--- src/rtl/cpu_mem_port_if.sv ---
// Execute-unit request/completion lines plus the memory and I/O bus signals
// served by cpu_mem_port.
interface cpu_mem_port_if #(
  parameter int RV = 16,
  parameter int VA = RV
) ();
  logic          ifetch;
  logic [VA-2:0] pc;
  logic [1:0]    rstrobe;
  logic [1:0]    wmask;
  logic [VA-2:0] addr;
  logic [RV-1:0] wdata;
  logic          io_access;
  logic          idone, rdone, wdone;
  logic [RV-1:0] idata, rdata;
  logic          bus_err;

  logic          mem_req, mem_we;
  logic [VA-2:0] mem_addr;
  logic [1:0]    mem_be;
  logic [RV-1:0] mem_wdata, mem_rdata;
  logic          mem_ack;

  logic          io_req, io_we;
  logic [VA-2:0] io_addr;
  logic [1:0]    io_be;
  logic [RV-1:0] io_wdata, io_rdata;
  logic          io_ack;

  modport slave (
    input  ifetch, pc, rstrobe, wmask, addr, wdata, io_access,
    output idone, rdone, wdone, idata, rdata, bus_err,
    output mem_req, mem_we, mem_addr, mem_be, mem_wdata,
    input  mem_rdata, mem_ack,
    output io_req, io_we, io_addr, io_be, io_wdata,
    input  io_rdata, io_ack
  );

  modport master (
    output ifetch, pc, rstrobe, wmask, addr, wdata, io_access,
    input  idone, rdone, wdone, idata, rdata, bus_err,
    input  mem_req, mem_we, mem_addr, mem_be, mem_wdata,
    output mem_rdata, mem_ack,
    input  io_req, io_we, io_addr, io_be, io_wdata,
    output io_rdata, io_ack
  );
endinterface

--- src/rtl/cpu_mem_port.sv ---
// Serves execute-unit fetch/read/write requests one at a time on the memory or
// I/O bus, with a per-access timeout and one-cycle completion pulses.
module cpu_mem_port #(
  parameter int RV      = 16,
  parameter int VA      = RV,
  parameter int TIMEOUT = 255
) (
  input logic            clk,
  input logic            reset,
  cpu_mem_port_if.slave  bus
);
  typedef enum logic [1:0] {IDLE, BUSY, DONE} state_t;
  typedef enum logic [1:0] {K_F, K_R, K_W} kind_t;

  localparam logic [7:0] TLAST = 8'(TIMEOUT - 1);

  state_t        state;
  kind_t         kind;
  logic          tgt_io;
  logic [1:0]    be_q;
  logic [7:0]    cnt;

  kind_t         nkind;
  logic          nio;
  logic [VA-2:0] naddr;
  logic [1:0]    nbe;
  logic          req_any;
  logic          ack_sel;
  logic [RV-1:0] rd_sel;

  // Byte reads return the selected byte replicated in both halves.
  function automatic logic [RV-1:0] fmt(input logic [1:0] be, input logic [RV-1:0] d);
    case (be)
      2'b01:   fmt = {d[7:0], d[7:0]};
      2'b10:   fmt = {d[15:8], d[15:8]};
      default: fmt = d;
    endcase
  endfunction

  always_comb begin
    nkind = K_F;
    nio   = 1'b0;
    naddr = bus.pc;
    nbe   = 2'b11;
    if (|bus.wmask) begin
      nkind = K_W; nio = bus.io_access; naddr = bus.addr; nbe = bus.wmask;
    end else if (|bus.rstrobe) begin
      nkind = K_R; nio = bus.io_access; naddr = bus.addr; nbe = bus.rstrobe;
    end
  end

  assign req_any = (|bus.wmask) || (|bus.rstrobe) || bus.ifetch;
  assign ack_sel = tgt_io ? bus.io_ack : bus.mem_ack;
  assign rd_sel  = tgt_io ? bus.io_rdata : bus.mem_rdata;

  always_ff @(posedge clk) begin
    if (!reset) begin
      state         <= IDLE;
      kind          <= K_F;
      tgt_io        <= 1'b0;
      be_q          <= 2'b00;
      cnt           <= '0;
      bus.idone     <= 1'b0;
      bus.rdone     <= 1'b0;
      bus.wdone     <= 1'b0;
      bus.bus_err   <= 1'b0;
      bus.idata     <= '0;
      bus.rdata     <= '0;
      bus.mem_req   <= 1'b0;
      bus.mem_we    <= 1'b0;
      bus.mem_addr  <= '0;
      bus.mem_be    <= '0;
      bus.mem_wdata <= '0;
      bus.io_req    <= 1'b0;
      bus.io_we     <= 1'b0;
      bus.io_addr   <= '0;
      bus.io_be     <= '0;
      bus.io_wdata  <= '0;
    end else begin
      bus.idone   <= 1'b0;
      bus.rdone   <= 1'b0;
      bus.wdone   <= 1'b0;
      bus.bus_err <= 1'b0;
      case (state)
        IDLE: if (req_any) begin
          kind   <= nkind;
          tgt_io <= nio;
          be_q   <= nbe;
          cnt    <= '0;
          state  <= BUSY;
          // Only the selected bus is driven; the other keeps its last values.
          if (nio) begin
            bus.io_req   <= 1'b1;
            bus.io_we    <= (nkind == K_W);
            bus.io_addr  <= naddr;
            bus.io_be    <= nbe;
            bus.io_wdata <= bus.wdata;
          end else begin
            bus.mem_req   <= 1'b1;
            bus.mem_we    <= (nkind == K_W);
            bus.mem_addr  <= naddr;
            bus.mem_be    <= nbe;
            bus.mem_wdata <= bus.wdata;
          end
        end
        BUSY: begin
          if (ack_sel || cnt == TLAST) begin
            // The done pulse is registered here so it is visible during DONE.
            bus.mem_req <= 1'b0;
            bus.mem_we  <= 1'b0;
            bus.io_req  <= 1'b0;
            bus.io_we   <= 1'b0;
            bus.bus_err <= !ack_sel;
            state       <= DONE;
            case (kind)
              K_W: bus.wdone <= 1'b1;
              K_R: begin
                bus.rdone <= 1'b1;
                bus.rdata <= ack_sel ? fmt(be_q, rd_sel) : '1;
              end
              default: begin
                bus.idone <= 1'b1;
                bus.idata <= ack_sel ? rd_sel : '1;
              end
            endcase
          end else begin
            cnt <= cnt + 8'd1;
          end
        end
        // Request lines are stale while the done pulse is out; ignore them.
        default: state <= IDLE;
      endcase
    end
  end
endmodule

--- src/flat_wrapper.sv ---
// flat-port wrapper written by rule: the top's interface ports become plain ports
module cpu_mem_port_flat 
#(
  parameter int RV      = 16,
  parameter int VA      = RV,
  parameter int TIMEOUT = 255
)
  (clk, reset, bus_ifetch, bus_pc, bus_rstrobe, bus_wmask, bus_addr, bus_wdata, bus_io_access, bus_idone, bus_rdone, bus_wdone, bus_idata, bus_rdata, bus_bus_err, bus_mem_req, bus_mem_we, bus_mem_addr, bus_mem_be, bus_mem_wdata, bus_mem_rdata, bus_mem_ack, bus_io_req, bus_io_we, bus_io_addr, bus_io_be, bus_io_wdata, bus_io_rdata, bus_io_ack);
  cpu_mem_port_if #(.RV(RV), .VA(VA)) bus_i ();
  input logic clk;
  input logic reset;
  input wire logic [$bits(bus_i.ifetch)-1:0] bus_ifetch;
  input wire logic [$bits(bus_i.pc)-1:0] bus_pc;
  input wire logic [$bits(bus_i.rstrobe)-1:0] bus_rstrobe;
  input wire logic [$bits(bus_i.wmask)-1:0] bus_wmask;
  input wire logic [$bits(bus_i.addr)-1:0] bus_addr;
  input wire logic [$bits(bus_i.wdata)-1:0] bus_wdata;
  input wire logic [$bits(bus_i.io_access)-1:0] bus_io_access;
  output wire logic [$bits(bus_i.idone)-1:0] bus_idone;
  output wire logic [$bits(bus_i.rdone)-1:0] bus_rdone;
  output wire logic [$bits(bus_i.wdone)-1:0] bus_wdone;
  output wire logic [$bits(bus_i.idata)-1:0] bus_idata;
  output wire logic [$bits(bus_i.rdata)-1:0] bus_rdata;
  output wire logic [$bits(bus_i.bus_err)-1:0] bus_bus_err;
  output wire logic [$bits(bus_i.mem_req)-1:0] bus_mem_req;
  output wire logic [$bits(bus_i.mem_we)-1:0] bus_mem_we;
  output wire logic [$bits(bus_i.mem_addr)-1:0] bus_mem_addr;
  output wire logic [$bits(bus_i.mem_be)-1:0] bus_mem_be;
  output wire logic [$bits(bus_i.mem_wdata)-1:0] bus_mem_wdata;
  input wire logic [$bits(bus_i.mem_rdata)-1:0] bus_mem_rdata;
  input wire logic [$bits(bus_i.mem_ack)-1:0] bus_mem_ack;
  output wire logic [$bits(bus_i.io_req)-1:0] bus_io_req;
  output wire logic [$bits(bus_i.io_we)-1:0] bus_io_we;
  output wire logic [$bits(bus_i.io_addr)-1:0] bus_io_addr;
  output wire logic [$bits(bus_i.io_be)-1:0] bus_io_be;
  output wire logic [$bits(bus_i.io_wdata)-1:0] bus_io_wdata;
  input wire logic [$bits(bus_i.io_rdata)-1:0] bus_io_rdata;
  input wire logic [$bits(bus_i.io_ack)-1:0] bus_io_ack;
  assign bus_i.ifetch = bus_ifetch;
  assign bus_i.pc = bus_pc;
  assign bus_i.rstrobe = bus_rstrobe;
  assign bus_i.wmask = bus_wmask;
  assign bus_i.addr = bus_addr;
  assign bus_i.wdata = bus_wdata;
  assign bus_i.io_access = bus_io_access;
  assign bus_idone = bus_i.idone;
  assign bus_rdone = bus_i.rdone;
  assign bus_wdone = bus_i.wdone;
  assign bus_idata = bus_i.idata;
  assign bus_rdata = bus_i.rdata;
  assign bus_bus_err = bus_i.bus_err;
  assign bus_mem_req = bus_i.mem_req;
  assign bus_mem_we = bus_i.mem_we;
  assign bus_mem_addr = bus_i.mem_addr;
  assign bus_mem_be = bus_i.mem_be;
  assign bus_mem_wdata = bus_i.mem_wdata;
  assign bus_i.mem_rdata = bus_mem_rdata;
  assign bus_i.mem_ack = bus_mem_ack;
  assign bus_io_req = bus_i.io_req;
  assign bus_io_we = bus_i.io_we;
  assign bus_io_addr = bus_i.io_addr;
  assign bus_io_be = bus_i.io_be;
  assign bus_io_wdata = bus_i.io_wdata;
  assign bus_i.io_rdata = bus_io_rdata;
  assign bus_i.io_ack = bus_io_ack;
  cpu_mem_port #(.RV(RV), .VA(VA), .TIMEOUT(TIMEOUT)) u_core (.clk(clk), .reset(reset), .bus(bus_i));
endmodule
--- config.mk ---
export PLATFORM = sky130hd
export DESIGN_NAME = cpu_mem_port_flat
export DESIGN_NICKNAME = d
export VERILOG_FILES = /design/src/rtl/cpu_mem_port_if.sv /design/src/rtl/cpu_mem_port.sv /design/src/flat_wrapper.sv
export SDC_FILE = /design/constraint.sdc
export NUM_CORES = 1
export LEC_CHECK = 0
export CAP_MARGIN = 20
export CORE_ASPECT_RATIO = 0.5
export CORE_UTILIZATION = 40
export DETAILED_ROUTE_END_ITERATION = 6
export GPL_ROUTABILITY_DRIVEN = 0
export PLACE_DENSITY = 0.74
export SKIP_CTS_REPAIR_TIMING = 1
export SLEW_MARGIN = 20
export SYNTH_ARGS = -nofsm -noshare
export SYNTH_HDL_FRONTEND = slang
export SYNTH_SLANG_ARGS = --single-unit
--- constraint.sdc ---
create_clock -name clk -period 4.1 [get_ports clk]
set_clock_uncertainty 0.05 [all_clocks]
set_input_delay 0.615 -clock clk [delete_from_list [all_inputs] [get_ports clk]]
set_output_delay 0.615 -clock clk [all_outputs]
set_load 0.02 [all_outputs]
* Yosys cells after proc, flatten, opt, wreduce, memory -nomap -nowiden
Index checks and enable logic that the tools add are counted.
** Storage, ports and cells
- Input bits :: 88
- Logic and storage cells :: 90
- Flip-flop bits (word level) :: 121
- Output and inout port bits :: 106
** Operators by class
- Multiplexer cells :: 35
- Bitwise logic cells :: 2
- $add $sub $neg :: 1
- Eq/ne operators :: 12
- Reductions and logical operators :: 19
** Operators with widths (count)
- 16-bit two-way mux :: 3
- 16-bit one-hot mux with 2 select lines :: 1
- 15-bit two-way mux :: 2
- 3-bit AND reduction :: 6
- 1-bit two-way mux :: 16
- 8-bit two-way mux :: 2
- 8-bit one-hot mux with 2 select lines :: 1
- 2-bit two-way mux :: 5
- 8-bit by 1-bit adder with 8-bit output (second input constant) :: 1
- 8-bit equality test (second input constant) :: 1
- 1-bit one-hot mux with 2 select lines :: 4
- 4-bit AND reduction :: 2
- 2-bit by 1-bit equality test with 1-bit output (second input constant) :: 3
- 2-bit equality test (second input constant) :: 3
- 2-bit by 1-bit inequality test with 1-bit output (second input constant) :: 3
- 2-bit OR reduction :: 3
- 2-bit inequality test (second input constant) :: 2
- 2-bit one-hot mux with 2 select lines :: 1
- 2-bit AND reduction :: 2
- 1-bit logical OR :: 3
- 2-bit zero test :: 1
- 1-bit inverter :: 2
- 2-bit nonzero test :: 1
- 1-bit zero test :: 1

* Longest topological paths before layout
Gate-level depths: netlist of run 1.
- Depth in word-level cells :: 7
- Gate-level depth with buffers :: 8

* Least setup slack after synthesis of run 1
No wires, ideal clock.
- Kind :: in2reg
- Start :: in bus_wmask[1]
- End :: reg u_core.bus.io_addr[10]
- Path buffers :: 3
- Arrival :: 1.862 ns
- Setup time :: 0.132 ns
- Cell stages on the path :: 7
- Path slack :: 2.056 ns
- Cell sequence :: or4_4 > buf_6 > and3_1 > buf_6 > buf_2 > nand2_1 > a21oi_1
** On the way
- Longest elaborated chain between the ends :: 4
- Elaborated cells on any way between the ends :: 6
- Classes of those cells :: 2 x mux; 4 x reduce/logical
** Ends and longest elaborated chain
- start, declared :: RTL line flat_wrapper.sv:15 : input wire logic [$bits(bus_i.wmask)-1:0] bus_wmask;
- 2-bit OR reduction (*) :: RTL line cpu_mem_port.sv:45, cpu_mem_port.sv:52
- 1-bit logical OR (2 in series) :: RTL line cpu_mem_port.sv:52 : assign req_any = (|bus.wmask) || (|bus.rstrobe) || bus.ifetch;
- 3-bit AND reduction (no source line)
- end signal, assigned :: RTL line cpu_mem_port.sv:95 : bus.io_addr <= naddr;
- end, declared :: RTL line cpu_mem_port_if.sv:35 : output io_req, io_we, io_addr, io_be, io_wdata,
Every way passes the cells marked *; elsewhere a longest branch is shown, timed or not.
A chain may end at the register's enable or synchronous reset.

* Worst setup path after layout of run 1
- Start :: in bus_wmask[1]
- End :: reg u_core.bus.io_addr[5]
Same word-level chain as after synthesis.

==> results.md, run 1 <==
- Vias: 4747
- Setup crit start: bus_wmask[1]
- Die span in x: 159 um
- Initial Utilization: 41.5%
- Syn Std Cell Area: 0.00495 mm2
- Setup TNS: 0 ps
- Dpl hpwl: 10100 um
- # nets final: 831
- Post-synthesis sequential area ratio: 48.9%
- Worst Hold Endpoint: u_core.bus.io_addr[10]$_SDFFE_PN0P_
- Worst-margin pin slew: 1000 ps
- Top layer reached by signal wires: met4
- Outcome: finished clean
- Total Power: 0.00345 W
- GRT Residual Overflow: 0
- Row cnt: 28
- Ant. Diodes: 0
- Crit end category: flop
- Port-buffer cells: 193
- CP max FO: 25
- Relative slew slack: 33.2%
- FF-to-FF path depth: 5
- Yosys warning total: 0
- Final Max Tran Viols: 0
- Worst Path Arrival: 2980 ps
- Seq cells post-synth: 121
- CP max stage delay: 740 ps
- EDFF count, synth: 0
- Reg clk slew, reported paths: 60 ps
- DRT Wirelength: 14500 um
- Hold WC Path Type: reg2reg
- Max rail drop VDD: 0.000259 V
- DRC: 0
- Origin of the worst min-delay path: u_core.bus.io_addr[10]$_SDFFE_PN0P_
- Worst Setup Start Kind: input port
- Num Clock Sinks: 121
- Post-DR wirelength/cell: 15.9 um
- Cells after Synth: 563
- Ports: 194
- Worst hold stages: 2
- Fraction of layout cells with a size suffix above 1: 11.3%
- Die area: 0.0129 mm2
- Yosys cell types: 43
- Minimum clock period: 2760 ps
- RSZ-0062 raised after global routing: no
- Delay-heaviest family, CP: simple AND/OR/NAND/NOR gates
- Die H: 80.7 um
- Setup violators final: 0
- Post-synth net total: 657
- Root Driver: clkbuf_16
- Longest Clk Path Bufs: 2
- Core area: 0.0119 mm2
- Pleak: 2.83 nW
- Layout area overhead: 51.6%
- M1 WL: 6500 um
- Slowest cell on the critical path: or4_4
- First-pass GRT wire length: 23000 um
- Metal3 WL: 885 um
- Num CTS Buffers: 17
- Largest net degree at the start of global routing: 58
- Tcrit/Tclk final: 67.3%
- Ys async rst share: 0%
- Cell Chain, Critical Path: clkdlybuf4s50_1 -> or4_4 -> and3_1 -> buf_4 -> nand2_1 -> a21oi_1
- CTS tree: built
- Main synth FF type: dfxtp_1
- DR iter-0 viols: 222
- Routed Antenna Nets: 0
- Worst r2r src: u_core.state[0]$_SDFFE_PN0P_
- Max Clk Rate: 362 MHz
- WP data required: 4320 ps
- Met2 wire len: 6840 um
- Routed vias/inst: 5.19
- Power density cells: 460 mW/mm2
- Syn_area_per_cell: 8.80 um2
- H-tree depth reported by CTS: 4
- Final hold vios: 0
- Filler cell count: 1024
- Reg-to-reg slack, setup: 1610 ps
- Crit path buffers/inverters: 2
- First-pass DRT Iterations: 5
- Reg-to-Reg End: u_core.bus.mem_addr[2]$_SDFFE_PN0P_
- Setup CP Type: in2reg
- Antenna violations before repair: 0
- Max Cap Violations: 0
- Total GRT Usage: 22.7%
- Vias in the first global route: 4496
- Clk Latency, worst-skew pair: 400 ps
==> synth_stat cells, types with 6 or more instances <==
library cell	count	area, um2
o221a_2	16	180
nand2_1	133	499
a311oi_1	17	149
buf_6	6	67.6
clkbuf_1	19	71.3
a22oi_1	32	240
nor2_1	26	97.6
o21ai_0	18	90.1
inv_1	9	33.8
buf_1	7	26.3
nand3_1	30	150
buf_2	13	65.1
a21oi_1	39	195
mux2_2	17	191
dfxtp_1	121	2420
ha_1	6	75.1
==> worst max path at each step <==
stage / end / slack (ps) / depth (start not counted)
6_report: u_core.bus.io_addr[5]$_SDFFE_PN0P_ / 1340 / 6
5_1_grt: u_core.bus.mem_addr[13]$_SDFFE_PN0P_ / 1120 / 6
4_1_cts: u_core.bus.io_addr[5]$_SDFFE_PN0P_ / 1380 / 6
3_5_place_dp: u_core.bus.io_addr[5]$_SDFFE_PN0P_ / 940 / 6
3_3_place_gp: u_core.bus.io_addr[11]$_SDFFE_PN0P_ / 1020 / 6
2_1_floorplan: u_core.bus.io_addr[10]$_SDFFE_PN0P_ / 2060 / 7
==> layout by cell type (no fill, tap or decap), types with 2 or more instances in the layout <==
| cell type | n |
|---|---|
| clkinv_4 | 2 |
| a311oi_1 | 17 |
| clkinvlp_4 | 5 |
| dfxtp_1 | 121 |
| a31oi_1 | 4 |
| inv_6 | 3 |
| o31a_1 | 2 |
| or2_2 | 4 |
| and3_1 | 5 |
| a211oi_1 | 4 |
| or3_1 | 3 |
| clkbuf_16 | 17 |
| o221a_2 | 16 |
| bufinv_16 | 2 |
| a22o_1 | 2 |
| clkbuf_8 | 2 |
| a21oi_1 | 39 |
| nand3_1 | 30 |
| ha_1 | 6 |
| a22oi_1 | 32 |
| inv_1 | 9 |
| o21ai_0 | 18 |
| nor2_1 | 26 |
| nand4_1 | 2 |
| nand2_1 | 133 |
| buf_4 | 7 |
| o21a_1 | 2 |
| and2_1 | 3 |
| nor2b_1 | 3 |
| nand2b_1 | 3 |
| a211oi_2 | 2 |
| mux2_2 | 17 |
| clkdlybuf4s50_1 | 192 |
==> power breakdown <==
group | switching (W) | internal [W] | leakage [nW]
logic | 0.000351 | 0.000309 | 1.56
clock network | 0.000558 | 0.000930 | 0.275
registers | 0.0000464 | 0.00126 | 0.990
total | 0.000956 | 0.00250 | 2.83
==> cell families (layout without fill, tap and decap cells) <==
group,after synthesis,in the layout,synth area share [%]
AOI/OAI and AO/OA,148,148,21.7
buffers and inverters,55,241,5.40
DFF,121,121,48.9
muxes,18,18,4.07
adders and majority gates,6,6,1.52
and+or+nand+nor,215,215,18.5
==> registers in the layout (all words and copies together) (netlist names), 2 cells and up <==
name and count:
u_core.bus.io_wdata 16, u_core.kind 2, u_core.bus.idata 16, u_core.be_q 2, u_core.state 2, u_core.bus.mem_be 2, u_core.cnt 8, u_core.bus.mem_addr 15
u_core.bus.mem_wdata 16, u_core.bus.io_addr 15, u_core.bus.io_be 2, u_core.bus.rdata 16
==> area by class of cell <==
type	instances	area, um2	share of cell area, %
Clock buffer	19	453	6.03
Clock inverter	12	141	1.88
Inverter	10	37.5	0.500
Multi-Input combinational cell	387	2270	30.2
Sequential cell	121	2420	32.3
Tap cell	165	206	2.75
Timing Repair Buffer	200	1980	26.4
==> routing by layer <==
metal / vias to the layer above / track usage [%]
li1: 2346 / -
met1: 2212 / 28.1
met2: 164 / 38.6
met3: 25 / 5.37
met4: 0 / 9.62
met5: - / 0
==> worst min-delay path, delay by kind of cell, from the launching register on <==
kind | cells | cell delay (ps)
simple gates | 1 | 50
compound gates | 1 | 50
flops | 1 | 310
==> stage by stage <==
step / hold WS [ps] / worst slack [ps] / instances / instance area, um2 / utilization [%]
final: 404 / 1340 / 914 / 7510 / 62.9
after global routing: 424 / 1120 / 914 / 7510 / 62.9
after CTS: 405 / 1380 / 914 / 7510 / 62.9
after detailed placement: 396 / 942 / 883 / 6920 / 57.9
after global placement: 391 / 1020 / 883 / 6920 / 57.9
after floorplan: 394 / 2060 / 563 / 4950 / -
No activity file was read; power rests on OpenSTA's default activity.
==> run 2, diff against run 1 <==
Settings changed: CORE_UTILIZATION 40 to 39, PLACE_DENSITY 0.74 to 0.76.
Clock period 4.1 ns to 2.3 ns, I/O delays scaled along.
==> run 2 against run 1 <==
  * Final cell count increased by 1.8%
  * First-iteration DRC count increased by 29%
  * Routed wire length decreased by 0.52%
  * Sequential share of layout area decreased by 0.71 points
  * Via count increased by 0.59%
  * Clock power increased by 85%
  * Combinational power increased by 85%
  * Power increased by 83%
  * Non-clock buffer count increased by 15
  * Register-to-register slack got worse by 1300 ps
  * Die area increased by 2.5%
  * Critical endpoint is now u_core.bus.idata[1]$_SDFFE_PN0P_
  * Largest power group unchanged
==> results.md, run 2 (synthesis gave the netlist of run 1 again) <==
- Outcome: finished clean
- Worst Hold Endpoint: u_core.cnt[1]$_SDFFE_PN0P_
- Longest Clk Path Bufs: 2
- Reg-to-reg slack, setup: 280 ps
- Total GRT Usage: 21.6%
- CTS tree: built
- Die H: 81.7 um
- DRC: 0
- Relative slew slack: 53.2%
- Minimum clock period: 2020 ps
- Final Max Tran Viols: 0
- Dpl hpwl: 10200 um
- First-pass GRT wire length: 22300 um
- FF-to-FF path depth: 6
- Ant. Diodes: 0
- Max rail drop VDD: 0.000464 V
- GRT Residual Overflow: 0
- Row cnt: 28
- Num CTS Buffers: 17
- Worst r2r src: u_core.cnt[0]$_SDFFE_PN0P_
- Setup violators final: 0
- Commonest non-fill, non-tap cell in the layout: clkdlybuf4s50_1
- Setup CP Type: reg2reg
- Routed Antenna Nets: 0
- Worst Path Arrival: 2320 ps
- Die span in x: 161 um
- Filler cell count: 1053
- First-pass DRT Iterations: 4
- Worst hold stages: 2
- Reg clk slew, reported paths: 60 ps
- Port-buffer cells: 193
- DR iter-0 viols: 287
- Ports: 194
- Worst Setup Start Kind: flop
- CP max FO: 17
- Reg-to-Reg End: u_core.bus.idata[1]$_SDFFE_PN0P_
- Most frequent cells in the layout: 192 x clkdlybuf4s50_1, 133 x nand2_1, 121 x dfxtp_1, 39 x a21oi_1, 32 x a22oi_1
- Antenna violations before repair: 0
- Vias: 4775
- Vias in the first global route: 4435
- Area occupied by multi-input gates: 0.00227 mm2
- Num Clock Sinks: 121
- Initial Utilization: 41.0%
- Origin of the worst min-delay path: reset
- H-tree depth reported by CTS: 4
- Die area: 0.0132 mm2
- Clk Latency, worst-skew pair: 400 ps
- Final hold vios: 0
- Tcrit/Tclk final: 87.9%
- Pleak: 2.93 nW
- DRT Wirelength: 14500 um
- Largest net degree at the start of global routing: 67
- Crit end category: flop
- Fin util: 63.6%
- RSZ-0062 raised after global routing: no
- Worst-margin pin slew: 702 ps
- Root Driver: clkbuf_16
- Power density cells: 821 mW/mm2
- Reg area: 0.00242 mm2
- Layout area overhead: 55.0%
- Max Clk Rate: 495 MHz
- Setup TNS: 0 ps
- WP data required: 2600 ps
- # nets final: 846
- Max Cap Violations: 0
- Core area: 0.0121 mm2
- Fraction of layout cells with a size suffix above 1: 13.2%
- Routed vias/inst: 5.13
- Post-DR wirelength/cell: 15.6 um
- Hold WC Path Type: in2reg
==> run 2: cell type report <==
| cell class | count | share of cell area [%] |
|---|---|---|
| Clock buffer | 17 | 5.54 |
| Clock inverter | 15 | 2.46 |
| Inverter | 10 | 0.489 |
| Multi-Input combinational cell | 387 | 29.6 |
| Sequential cell | 121 | 31.5 |
| Tap cell | 165 | 2.69 |
| Timing Repair Buffer | 215 | 27.7 |
==> run 2: worst max-delay path by stage <==
stage               slack (ps)                  startpoint  cells after the start                               endpoint
finish                     280  u_core.cnt[0]$_SDFFE_PN0P_                      6       u_core.bus.idata[1]$_SDFFE_PN0P_
global route               150  u_core.cnt[0]$_SDFFE_PN0P_                      6       u_core.bus.idata[5]$_SDFFE_PN0P_
CTS                        300  u_core.cnt[0]$_SDFFE_PN0P_                      6       u_core.bus.idata[1]$_SDFFE_PN0P_
detailed placement         -30                bus_wmask[1]                      5    u_core.bus.mem_addr[9]$_SDFFE_PN0P_
global placement            60                bus_wmask[1]                      6  u_core.bus.mem_wdata[14]$_SDFFE_PN0P_
floorplan                  470  u_core.tgt_io$_SDFFE_PN0P_                      7      u_core.bus.idata[10]$_SDFFE_PN0P_
==> run 2: power breakdown <==
part / leakage [nW] / switching [W] / internal, W / total [W]
combinational: 1.65 / 0.000631 / 0.000589 / 0.00122
clock: 0.296 / 0.00103 / 0.00173 / 0.00276
sequential: 0.990 / 0.0000836 / 0.00225 / 0.00233
==> run 2: per-stage QoR <==
step | hold slack (ps) | std cells | total power (W) | instance area [um2] | setup WS [ps]
floorplan | 394 | 563 | 0.00301 | 4950 | 467
global placement | 393 | 898 | 0.00356 | 7070 | 64.6
detailed placement | 396 | 898 | 0.00359 | 7070 | -29.1
CTS | 360 | 930 | 0.00635 | 7680 | 296
global route | 400 | 930 | 0.00654 | 7680 | 148
finish | 380 | 930 | 0.00631 | 7680 | 279
==> run 2: worst max-delay path, cell delays in order, from the launching register on <==
cell,delay (ps)
dfxtp_1,340
inv_1,80
ha_1,160
nand4_1,130
o21ai_1,240
and3_1,650
o221a_2,300
==> run 2: routing by layer <==
| layer | GRT usage, % | up-vias | wire (um) |
|---|---|---|---|
| met3 | 4.65 | 12 | 834 |
| met5 | 0 | - | 0 |
| met4 | 7.45 | 0 | 131 |
| met2 | 40.0 | 125 | 7210 |
| li1 | - | 2375 | - |
| met1 | 25.1 | 2263 | 6290 |
==> run 3, diff against run 2 <==
Settings changed: CTS_CLUSTER_SIZE set to 14.
==> results of run 3 <==
The final DEF is identical to that of run 2; final timing and power are the same.
